==> src/rtl/imem_loader.sv <==
// Instruction-memory loader: assembles a little-endian byte stream into 32-bit
// words and writes them sequentially from address 0 while holding the core.
module imem_loader #(
  parameter int DEPTH  = 256,
  parameter int ADDR_W = 8
) (
  input  logic              clk,
  input  logic              rst,
  input  logic              start,
  input  logic [ADDR_W:0]   word_count,
  input  logic [7:0]        byte_in,
  input  logic              byte_valid,
  output logic              byte_ready,
  output logic              mem_we,
  output logic [ADDR_W-1:0] mem_addr,
  output logic [31:0]       mem_wdata,
  output logic              busy,
  output logic              cpu_hold,
  output logic              done,
  output logic              err
);

  typedef enum logic [1:0] {IDLE, LOAD, WRITE, DONE} state_t;

  localparam logic [ADDR_W:0] MAX_COUNT = (ADDR_W+1)'(DEPTH);
  localparam logic [ADDR_W:0] ONE       = (ADDR_W+1)'(1);

  state_t          state;
  logic [ADDR_W:0] count;
  logic [1:0]      idx;
  logic            count_ok;
  logic            last_word;

  assign count_ok  = (word_count != '0) && (word_count <= MAX_COUNT);
  assign last_word = ({1'b0, mem_addr} == (count - ONE));

  // mem_addr doubles as the address counter and mem_wdata as the assembly
  // register; both hold still through WRITE since no byte is accepted there.
  always_ff @(posedge clk) begin
    if (rst) begin
      state      <= IDLE;
      byte_ready <= 1'b0;
      mem_we     <= 1'b0;
      busy       <= 1'b0;
      cpu_hold   <= 1'b0;
      done       <= 1'b0;
      err        <= 1'b0;
      mem_addr   <= '0;
      mem_wdata  <= '0;
      idx        <= '0;
      count      <= '0;
    end else begin
      case (state)
        IDLE: begin
          if (start) begin
            if (count_ok) begin
              count      <= word_count;
              err        <= 1'b0;
              mem_addr   <= '0;
              idx        <= '0;
              state      <= LOAD;
              byte_ready <= 1'b1;
              busy       <= 1'b1;
              cpu_hold   <= 1'b1;
            end else begin
              err <= 1'b1;
            end
          end
        end
        LOAD: begin
          if (byte_valid) begin
            mem_wdata[{idx, 3'b000} +: 8] <= byte_in;
            idx <= idx + 2'd1;
            if (idx == 2'd3) begin
              state      <= WRITE;
              byte_ready <= 1'b0;
              mem_we     <= 1'b1;
            end
          end
        end
        WRITE: begin
          mem_we <= 1'b0;
          if (last_word) begin
            state <= DONE;
            busy  <= 1'b0;
            done  <= 1'b1;
          end else begin
            mem_addr   <= mem_addr + ADDR_W'(1);
            state      <= LOAD;
            byte_ready <= 1'b1;
          end
        end
        DONE: begin
          done     <= 1'b0;
          cpu_hold <= 1'b0;
          state    <= IDLE;
        end
        default: state <= IDLE;
      endcase
    end
  end

endmodule

==> config.mk <==
export PLATFORM = sky130hd
export DESIGN_NAME = imem_loader
export DESIGN_NICKNAME = d
export VERILOG_FILES = /design/src/rtl/imem_loader.sv
export SDC_FILE = /design/constraint.sdc
export NUM_CORES = 1
export LEC_CHECK = 0
export ABC_AREA = 1
export ABC_CLOCK_PERIOD_IN_PS = 2800
export CAP_MARGIN = 20
export CORE_AREA = 2 2 84 86
export DETAILED_ROUTE_END_ITERATION = 10
export DIE_AREA = 0 0 86 88
export MAX_ROUTING_LAYER = met4
export PLACE_DENSITY = 0.81
export SLEW_MARGIN = 20
export SYNTH_ARGS = -nofsm -noshare
export SYNTH_HDL_FRONTEND = slang
export SYNTH_SLANG_ARGS = --single-unit
==> constraint.sdc <==
create_clock -name clk -period 2.8 [get_ports clk]
set_input_delay 0.28 -clock clk [delete_from_list [all_inputs] [get_ports clk]]
set_output_delay 0.28 -clock clk [all_outputs]
set_load 0.01 [all_outputs]
* Word-level counts from Yosys, hierarchy flattened
Index checks and enable logic that the tools add are counted.
** Word-level totals
- Logic and storage cells :: 79
- Memory bits (read-only) :: 0
- Input port bits :: 21
- Memories :: 0
- Bits in writable memories :: 0
- Output and inout port bits :: 46
- Bits in registers :: 59
- Latch bits :: 0
** Operators by class
- Equal/unequal tests :: 11
- Multiply operators :: 0
- $add $sub $neg :: 4
- Muxes and demuxes :: 30
- Shifts and indexed selects :: 2
- $lt $le $gt $ge :: 1
- Bitwise gates (word level) :: 0
- Reduce and logical (&&, ||, !) cells :: 20
- Div/mod/pow operators :: 0
** Operators by type and width (count)
- $bwmux W32 :: 1
- $shift A8 B7 Y32 const A :: 1
- $shiftx A8 B7 Y32 :: 1
- $mux W8 :: 3
- $mux W2 :: 8
- $pmux W8 S2 :: 1
- $reduce_and A4 Y1 :: 4
- $ne A2 B2 Y1 const B :: 6
- $mux W1 :: 10
- $reduce_bool A2 Y1 :: 5
- $eq A8 B9 Y1 :: 1
- $le A9 B9 Y1 const B :: 1
- $reduce_and A3 Y1 :: 3
- $reduce_bool A9 Y1 :: 1
- $sub A9 B1 Y9 const B :: 1
- $add A8 B1 Y8 const B :: 1
- $pmux W1 S2 :: 4
- $pmux W2 S4 :: 1
- $neg A5 Y7 :: 1
- $eq A2 B2 Y1 const B :: 3
- $reduce_and A2 Y1 :: 3
- $reduce_and A6 Y1 :: 1
- $pmux W2 S2 :: 1
- $pmux W1 S3 :: 1
- other kinds (5) :: 5

* Depth between registers and ports, before layout
Gate-level depths: netlist of run 1.
- Depth in word-level cells :: 5
- Gate-level depth with buffers :: 14
- Depth with buffers taken out :: 14

* Worst setup path after synthesis of run 1
Ideal clock, no wire load.
- Path kind :: register to register
- From :: register idx[0]
- To :: register mem_wdata[11]
- Period minus slack after synthesis :: 2041 ps
- Setup time :: 70 ps
- Path slack :: 759 ps
- Buffers on the path :: 1
- Data required time :: 2730 ps
- Cell stages (with the launch flop) :: 9
- Arrival :: 1971 ps
- Path through :: dfxtp_1 buf_2 clkinv_1 ha_1 inv_1 nor2_2 inv_1 or4_1 a21oi_1
** Between the ends
- Word-level cells in the longest chain between the ends :: 3
- Elaborated cells on any way between the ends :: 4
- Classes of those cells :: 1 x add/sub; 2 x shift; 1 x mux
** Ends and longest elaborated chain
- start: declaration :: RTL line 30 : logic [1:0] idx;
- start signal: assignment :: RTL line 73 : idx <= idx + 2'd1;
- $neg A5 Y7 (*) :: RTL line 72 : mem_wdata[{idx, 3'b000} +: 8] <= byte_in;
- $shiftx A8 B7 Y32 / $shift A8 B7 Y32 (equally long branches) :: RTL line 72
- $bwmux W32 (*) :: RTL line 72
- end signal: indexed assignment :: RTL line 72
- end: declaration :: RTL line 16 : output logic [31:0] mem_wdata,
Mark *: on every way between the ends. The rest lies on a longest branch, timed or not.
A chain may end at the register's enable or synchronous reset.

* Worst setup path in the final report of run 1
- From :: register idx[0]
- To :: register mem_wdata[23]
Same word-level chain as after synthesis.

==> results of run 1 <==
-- power groups by stage --
stage	Clock [mW]	Combinational (mW)	Sequential, mW
floorplan	0	0.273	0.922
global placement	0	0.390	0.919
detailed placement	0	0.401	0.920
CTS	0.719	0.405	0.901
global route	0.753	0.458	0.905
finish	0.701	0.408	0.901
-- logic make-up (layout without fill, tap and decap cells) --
group,Yosys count,count (layout)
buf+inv,60,130
simple gates,220,220
flops,59,59
compound gates,76,76
fa+ha+maj,8,8
xor+xnor,6,6
-- path summary, 6_finish.rpt --
check / from / endpoint / slack (ns) / depth (start not counted)
worst max register to register: idx[0] / mem_wdata[23] / 0.67 / 10
worst min register to register: mem_wdata[10] / mem_wdata[10] / 0.46 / 2
worst min-delay path: mem_wdata[10] / mem_wdata[10] / 0.46 / 2
worst max-delay path: idx[0] / mem_wdata[23] / 0.67 / 10
-- worst max-delay path, delay by kind of cell, from the launching register on --
family	cells	cell delay, ns
AOI/OAI and AO/OA	1	0.06
adders and majority gates	1	0.41
buffers and inverters	4	0.55
DFF	1	0.33
and+or+nand+nor	4	0.71
-- layout by cell type, fill, tap and decap left out, types with 2 or more instances in the layout --
| master | count |
|---|---|
| nand2_1 | 84 |
| clkdlybuf4s50_1 | 66 |
| dfxtp_1 | 59 |
| nor2_1 | 57 |
| a21oi_1 | 57 |
| inv_1 | 37 |
| nand3_1 | 28 |
| nand4_1 | 16 |
| o21ai_0 | 13 |
| clkbuf_8 | 11 |
| nor3_1 | 10 |
| ha_1 | 8 |
| nor2_2 | 7 |
| inv_2 | 6 |
| xor2_1 | 5 |
| nand3_2 | 4 |
| nand2_2 | 4 |
| nor4_1 | 4 |
| buf_4 | 3 |
| clkinv_1 | 2 |
| o21ai_1 | 2 |
| a211oi_1 | 2 |
| nand3b_1 | 2 |
| clkinv_2 | 2 |
| clkinvlp_4 | 2 |
-- registers in the layout, summed over array words and instances (netlist names) --
name / count
mem_wdata: 32
idx: 2
byte_ready: 1
mem_we: 1
err: 1
cpu_hold: 1
busy: 1
mem_addr: 8
count: 9
state: 2
done: 1
-- metal layers --
metal	vias to the layer above	global-route usage (%)	wire length, um
met1	1388	26.38	3383
met3	14	7.069	506
met5	-	-	0
met4	0	7.071	110
met2	90	37.56	3841
li1	1542	-	-
-- cell type report --
type,count,area [um^2]
Fill cell,616,2779
Multi-Input combinational cell,310,1551
Sequential cell,59,1181
Timing Repair Buffer,69,683.2
Inverter,45,168.9
Clock buffer,12,155.1
Tap cell,80,100.1
Clock inverter,4,25.02
==> impl_metrics.tcl, run 1 <==
set metrics [dict create \
    cp-start-kind "flop" \
    wl_per_cell_um 13.54 \
    nets 523 \
    drive_gt1_share_pct 8.417 \
    cp.arrival_ns 2.40 \
    ys.flop_type "dfxtp_1" \
    layout_worst_path_cycle_share_pct 76.24 \
    internal-power_mw 1.384 \
    clkPwrFrac_pct 34.9 \
    drt-initial-drc-count 136 \
    fin_worst_skew_ns 0.01277 \
    place_congestion 0.9492 \
    ys_seq_elements 59 \
    clkTransAtPathRegs_ns 0.06 \
    synth_top_family_by_area "simple AND/OR/NAND/NOR gates" \
    hold_ws_ns 0.4607 \
    dp_cells 563 \
    grt_remaining_overflow 0 \
    rsz0062_at_grt "no" \
    switchingPower_uw 626.9 \
    postRouteAntennaNets 0 \
    p_sw_share_pct 31.18 \
    ys_seq_area_share_pct 39.75 \
    cts_buffer_depth 2 \
    synth_fp_nets 458 \
    grt_max_degree 38 \
    clk_latency_ns 0.34 \
    p_leak_nw 1.470 \
    firstDrtPassIters 4 \
    vdd_drop_max_uv 463.0 \
    slew_headroom_pct 68.12 \
    crit_required_ns 3.07 \
    cts_setup_buffers 0 \
    htreeDepth 3 \
    pwr-share-comb_pct 20.3 \
    syn_to_final_growth_pct 30.06 \
    core-area_um2 6644 \
    min_path_type "reg2reg" \
    pwr-share-seq_pct 44.8 \
    fin_util_pct 58.17 \
    yosys.area_share.xor_xnor_pct 1.768 \
    stdcell_count 579 \
    antenna_cells 0 \
    cp_common_cell "inv_1" \
    timing.fmax_mhz 468.5 \
    setup_viol 0 \
    yosys.area_share.simple_pct 33.68 \
    cts_resized 0 \
    preCtsSetupSlack_ns 0.7007 \
    cp_max_fo 10 \
    io_pins 67 \
    async_reset_ff_share_pct 0 \
    synth_cell_types 31 \
    hold_buffers 0 \
    yosysMostFrequentCell "nand2_1" \
    yosys-top-cells-count "84 x nand2_1, 59 x dfxtp_1, 57 x a21oi_1, 57 x nor2_1, 37 x inv_1" \
    place_hpwl_um 5760 \
    setup_tns_ns 0 \
    crit_path_end_kind "flop" \
    port_buffers 66 \
    antenna_found_initial 0 \
    root_buffer "clkbuf_8" \
    min_period_ns 2.135 \
    maxCapViolCount 0 \
    syn_area_um2 2972 \
    syn_inst 429 \
    cts_tree "built" \
    critical_path.slowest_cell "ha_1" \
    synth_compound_gate_area_share_pct 13.39 \
    wirelength_um 7841 \
    die_width_um 86 \
    die-area_um2 7568 \
    via_count 3034 \
    power_density_nw_per_um2 520.3 \
    grt_pass1_wl_um 13150 \
    synth-edff-count 0 \
    run_status "complete, no violations" \
    track_usage_pct 22.70 \
    clock_sinks 59 \
    crit_path_cell_trace "clkinv_1, ha_1, inv_1, nor2_2, inv_1, nor2_1, inv_1, nor3_1, a21oi_1, nor2_1" \
    synth_area_leaders "dfxtp_1 40%, nand2_1 11%, a21oi_1 9.6%" \
    max_stage_delay_ns 0.41 \
    crit_type "reg2reg" \
    worst_pin_slew_ns 0.4765 \
    yosys_warnings 0 \
    dpl_cell_area_um2 3685 \
    start_util_pct 44.73 \
    p_total_mw 2.011 \
    slew_violations 0 \
    cts_buffers 9 \
    avgSynthCellArea_um2 6.927 \
    placementRows 30 \
    viasPerCell 5.240 \
    synth_fa_ha_area_share_pct 3.368 \
    grt_pass1_vias 2973 \
    finalHoldViolCount 0 \
    design_area_um2 3865 \
    synth_top_area_cell "dfxtp_1" \
    netlist.area_leader.share_pct 39.75 \
    drc_errors 0 \
    die_y_um 88 \
    synthMuxAreaShare_pct 0 \
    fin_ws_ns 0.6654 \
]
(Power assumes the default switching activity.)
==> inputs of run 2 (changes only) <==
--- a/config.mk
+++ b/config.mk
@@ -6,13 +6,13 @@
 export NUM_CORES = 1
 export LEC_CHECK = 0
 export ABC_AREA = 1
-export ABC_CLOCK_PERIOD_IN_PS = 2800
+export ABC_CLOCK_PERIOD_IN_PS = 1850
 export CAP_MARGIN = 20
-export CORE_AREA = 2 2 84 86
+export CORE_AREA = 2 2 85 87
 export DETAILED_ROUTE_END_ITERATION = 10
-export DIE_AREA = 0 0 86 88
+export DIE_AREA = 0 0 87 89
 export MAX_ROUTING_LAYER = met4
-export PLACE_DENSITY = 0.81
+export PLACE_DENSITY = 0.83
 export SLEW_MARGIN = 20
 export SYNTH_ARGS = -nofsm -noshare
 export SYNTH_HDL_FRONTEND = slang
==> constraint.sdc (replaced) <==
create_clock -name clk -period 1.85 [get_ports clk]
set_input_delay 0.185 -clock clk [delete_from_list [all_inputs] [get_ports clk]]
set_output_delay 0.185 -clock clk [all_outputs]
set_load 0.01 [all_outputs]
==> run 2 against run 1 <==
Effect of this change:
- hold slack improved by 0.0059 ns
- design area is 7.1% higher
- sequential share of layout area down 2.0 points
- clock skew is 0.0024 ns lower
- cell count increased by 3.3%
- setup slack got worse by 0.61 ns
- non-clock buffer count increased by 19
- first-iteration DRC count increased by 2.2%
- clock power increased by 90%
- die area increased by 2.3%
- core utilization up 3.4 points
- critical path type unchanged
==> impl_metrics.tcl, run 2 (synthesis gave the netlist of run 1 again) <==
set metrics [dict create \
    finalHoldViolCount 0 \
    p_leak_nw 1.597 \
    die_y_um 89 \
    setup_viol 0 \
    track_usage_pct 22.56 \
    hold_depth 2 \
    grt_pass1_vias 2987 \
    place_hpwl_um 6010 \
    layout_commonest_cell "nand2_1" \
    preCtsSetupSlack_ns -0.06790 \
    fin_worst_skew_ns 0.01036 \
    crit_path_end_kind "flop" \
    start_util_pct 44.23 \
    cp_max_fo 3 \
    grt_remaining_overflow 0 \
    largest_reg_flops 32 \
    hold_buffers 0 \
    cts_buffer_depth 2 \
    min_path_type "reg2reg" \
    fin_ws_ns 0.05573 \
    clkTransAtPathRegs_ns 0.07 \
    syn_to_final_growth_pct 39.28 \
    min-delay-start "mem_wdata[10]" \
    grt_max_degree 39 \
    min_period_ns 1.794 \
    layout_worst_path_cycle_share_pct 96.99 \
    htreeDepth 3 \
    postRouteAntennaNets 0 \
    slew_headroom_pct 69.69 \
    hold_ws_ns 0.4666 \
    die_width_um 87 \
    core-area_um2 6719 \
    crit_type "reg2reg" \
    wl_per_cell_um 14.03 \
    antenna_found_initial 0 \
    final_cell_mix "81 x nand2_1, 66 x clkdlybuf4s50_1, 57 x dfxtp_1" \
    rr_worst_depth 14 \
    via_count 3156 \
    drive_gt1_share_pct 15.06 \
    slew_violations 0 \
    nets 542 \
    worstHoldEndpoint "mem_wdata[10]" \
    regToRegSetupSlack_ns 0.06 \
    cp-start-kind "flop" \
    design_area_um2 4139 \
    clock_sinks 59 \
    run_status "complete, no violations" \
    vdd_drop_max_uv 475.5 \
    drc_errors 0 \
    die-area_um2 7743 \
    drt-initial-drc-count 139 \
    place_congestion 0.9400 \
    port_buffers 66 \
    antenna_cells 0 \
    worst_pin_slew_ns 0.4541 \
    setup_tns_ns 0 \
    largest_register "mem_wdata" \
    r2r-end "state[1]" \
    clk_latency_ns 0.34 \
    cp.arrival_ns 2.06 \
    rr_startpoint "count[1]" \
    cts_tree "built" \
    firstDrtPassIters 5 \
    rsz0062_at_grt "yes" \
    viasPerCell 5.278 \
    grt_pass1_wl_um 13300 \
    power_density_nw_per_um2 824.0 \
    maxCapViolCount 0 \
    dpl_cell_area_um2 3836 \
    io_pins 67 \
    wirelength_um 8387 \
    placementRows 30 \
    root_buffer "clkbuf_8" \
    timing.fmax_mhz 557.3 \
    crit_required_ns 2.11 \
    top_regs "mem_wdata (32), count (9), mem_addr (8)" \
    p_total_mw 3.410 \
    cts_buffers 9 \
]
## run 2: critical path, cell delays in order (launching register included)
cell,delay (ns)
dfxtp_2,0.34
inv_2,0.05
ha_4,0.26
inv_2,0.03
nand2_2,0.06
nand2_1,0.04
nor2_1,0.09
nand2_1,0.07
nor2_2,0.10
nand3_2,0.12
buf_6,0.14
nor2_4,0.09
buf_4,0.12
a21oi_1,0.07
nor3_1,0.14
## run 2: layout make-up
| class | count | area (um^2) |
|---|---|---|
| flip-flops and latches | 59 | 1184 |
| clock buffers | 10 | 137.6 |
| multi-input cells | 310 | 1617 |
| well taps | 80 | 100.1 |
| clock inverters | 6 | 88.84 |
| fillers | 599 | 2580 |
| inverters | 45 | 170.2 |
| repair buffers | 88 | 842.1 |
## run 2: stage by stage
stage | cells | util (%)
6_report | 598 | 61.60
5_1_grt | 598 | 61.60
4_1_cts | 595 | 60.78
3_5_place_dp | 579 | 57.10
3_3_place_gp | 579 | 57.10
2_1_floorplan | 429 | -
## run 2: where the power goes
part	total [mW]	switching [mW]	internal, mW
combinational	0.715	0.436	0.279
sequential	1.37	0.0450	1.32
clock	1.33	0.536	0.794
## run 2: worst max path at each step
stage	endpoint	from	slack [ns]	cells past startpoint
2_1_floorplan	mem_wdata[11]	idx[0]	0.02	8
3_3_place_gp	mem_addr[0]	word_count[2]	-0.06	11
3_5_place_dp	busy	word_count[2]	-0.07	11
4_1_cts	mem_addr[0]	count[1]	0.01	13
5_1_grt	state[1]	count[1]	-0.1	14
6_report	state[1]	count[1]	0.06	14
## run 2: timing repair
| item | CTS | global route |
|---|---|---|
| setup endpoints to repair | 5 | 16 |
| pin swaps | 2 | 9 |
| endpoints found under the hold margin | 0 | 0 |
| gates resized for setup | 5 | 13 |
| buffers inserted | 0 | 3 |
## run 2: metal layers
metal  up-vias  part of all wire (%)  global-route usage [%]
li1       1582                     -                       -
met4         0                   2.4                   8.807
met2       137                    49                   38.65
met1      1412                    41                   25.88
met3        25                   6.9                   4.709
met5         -                     0                       -
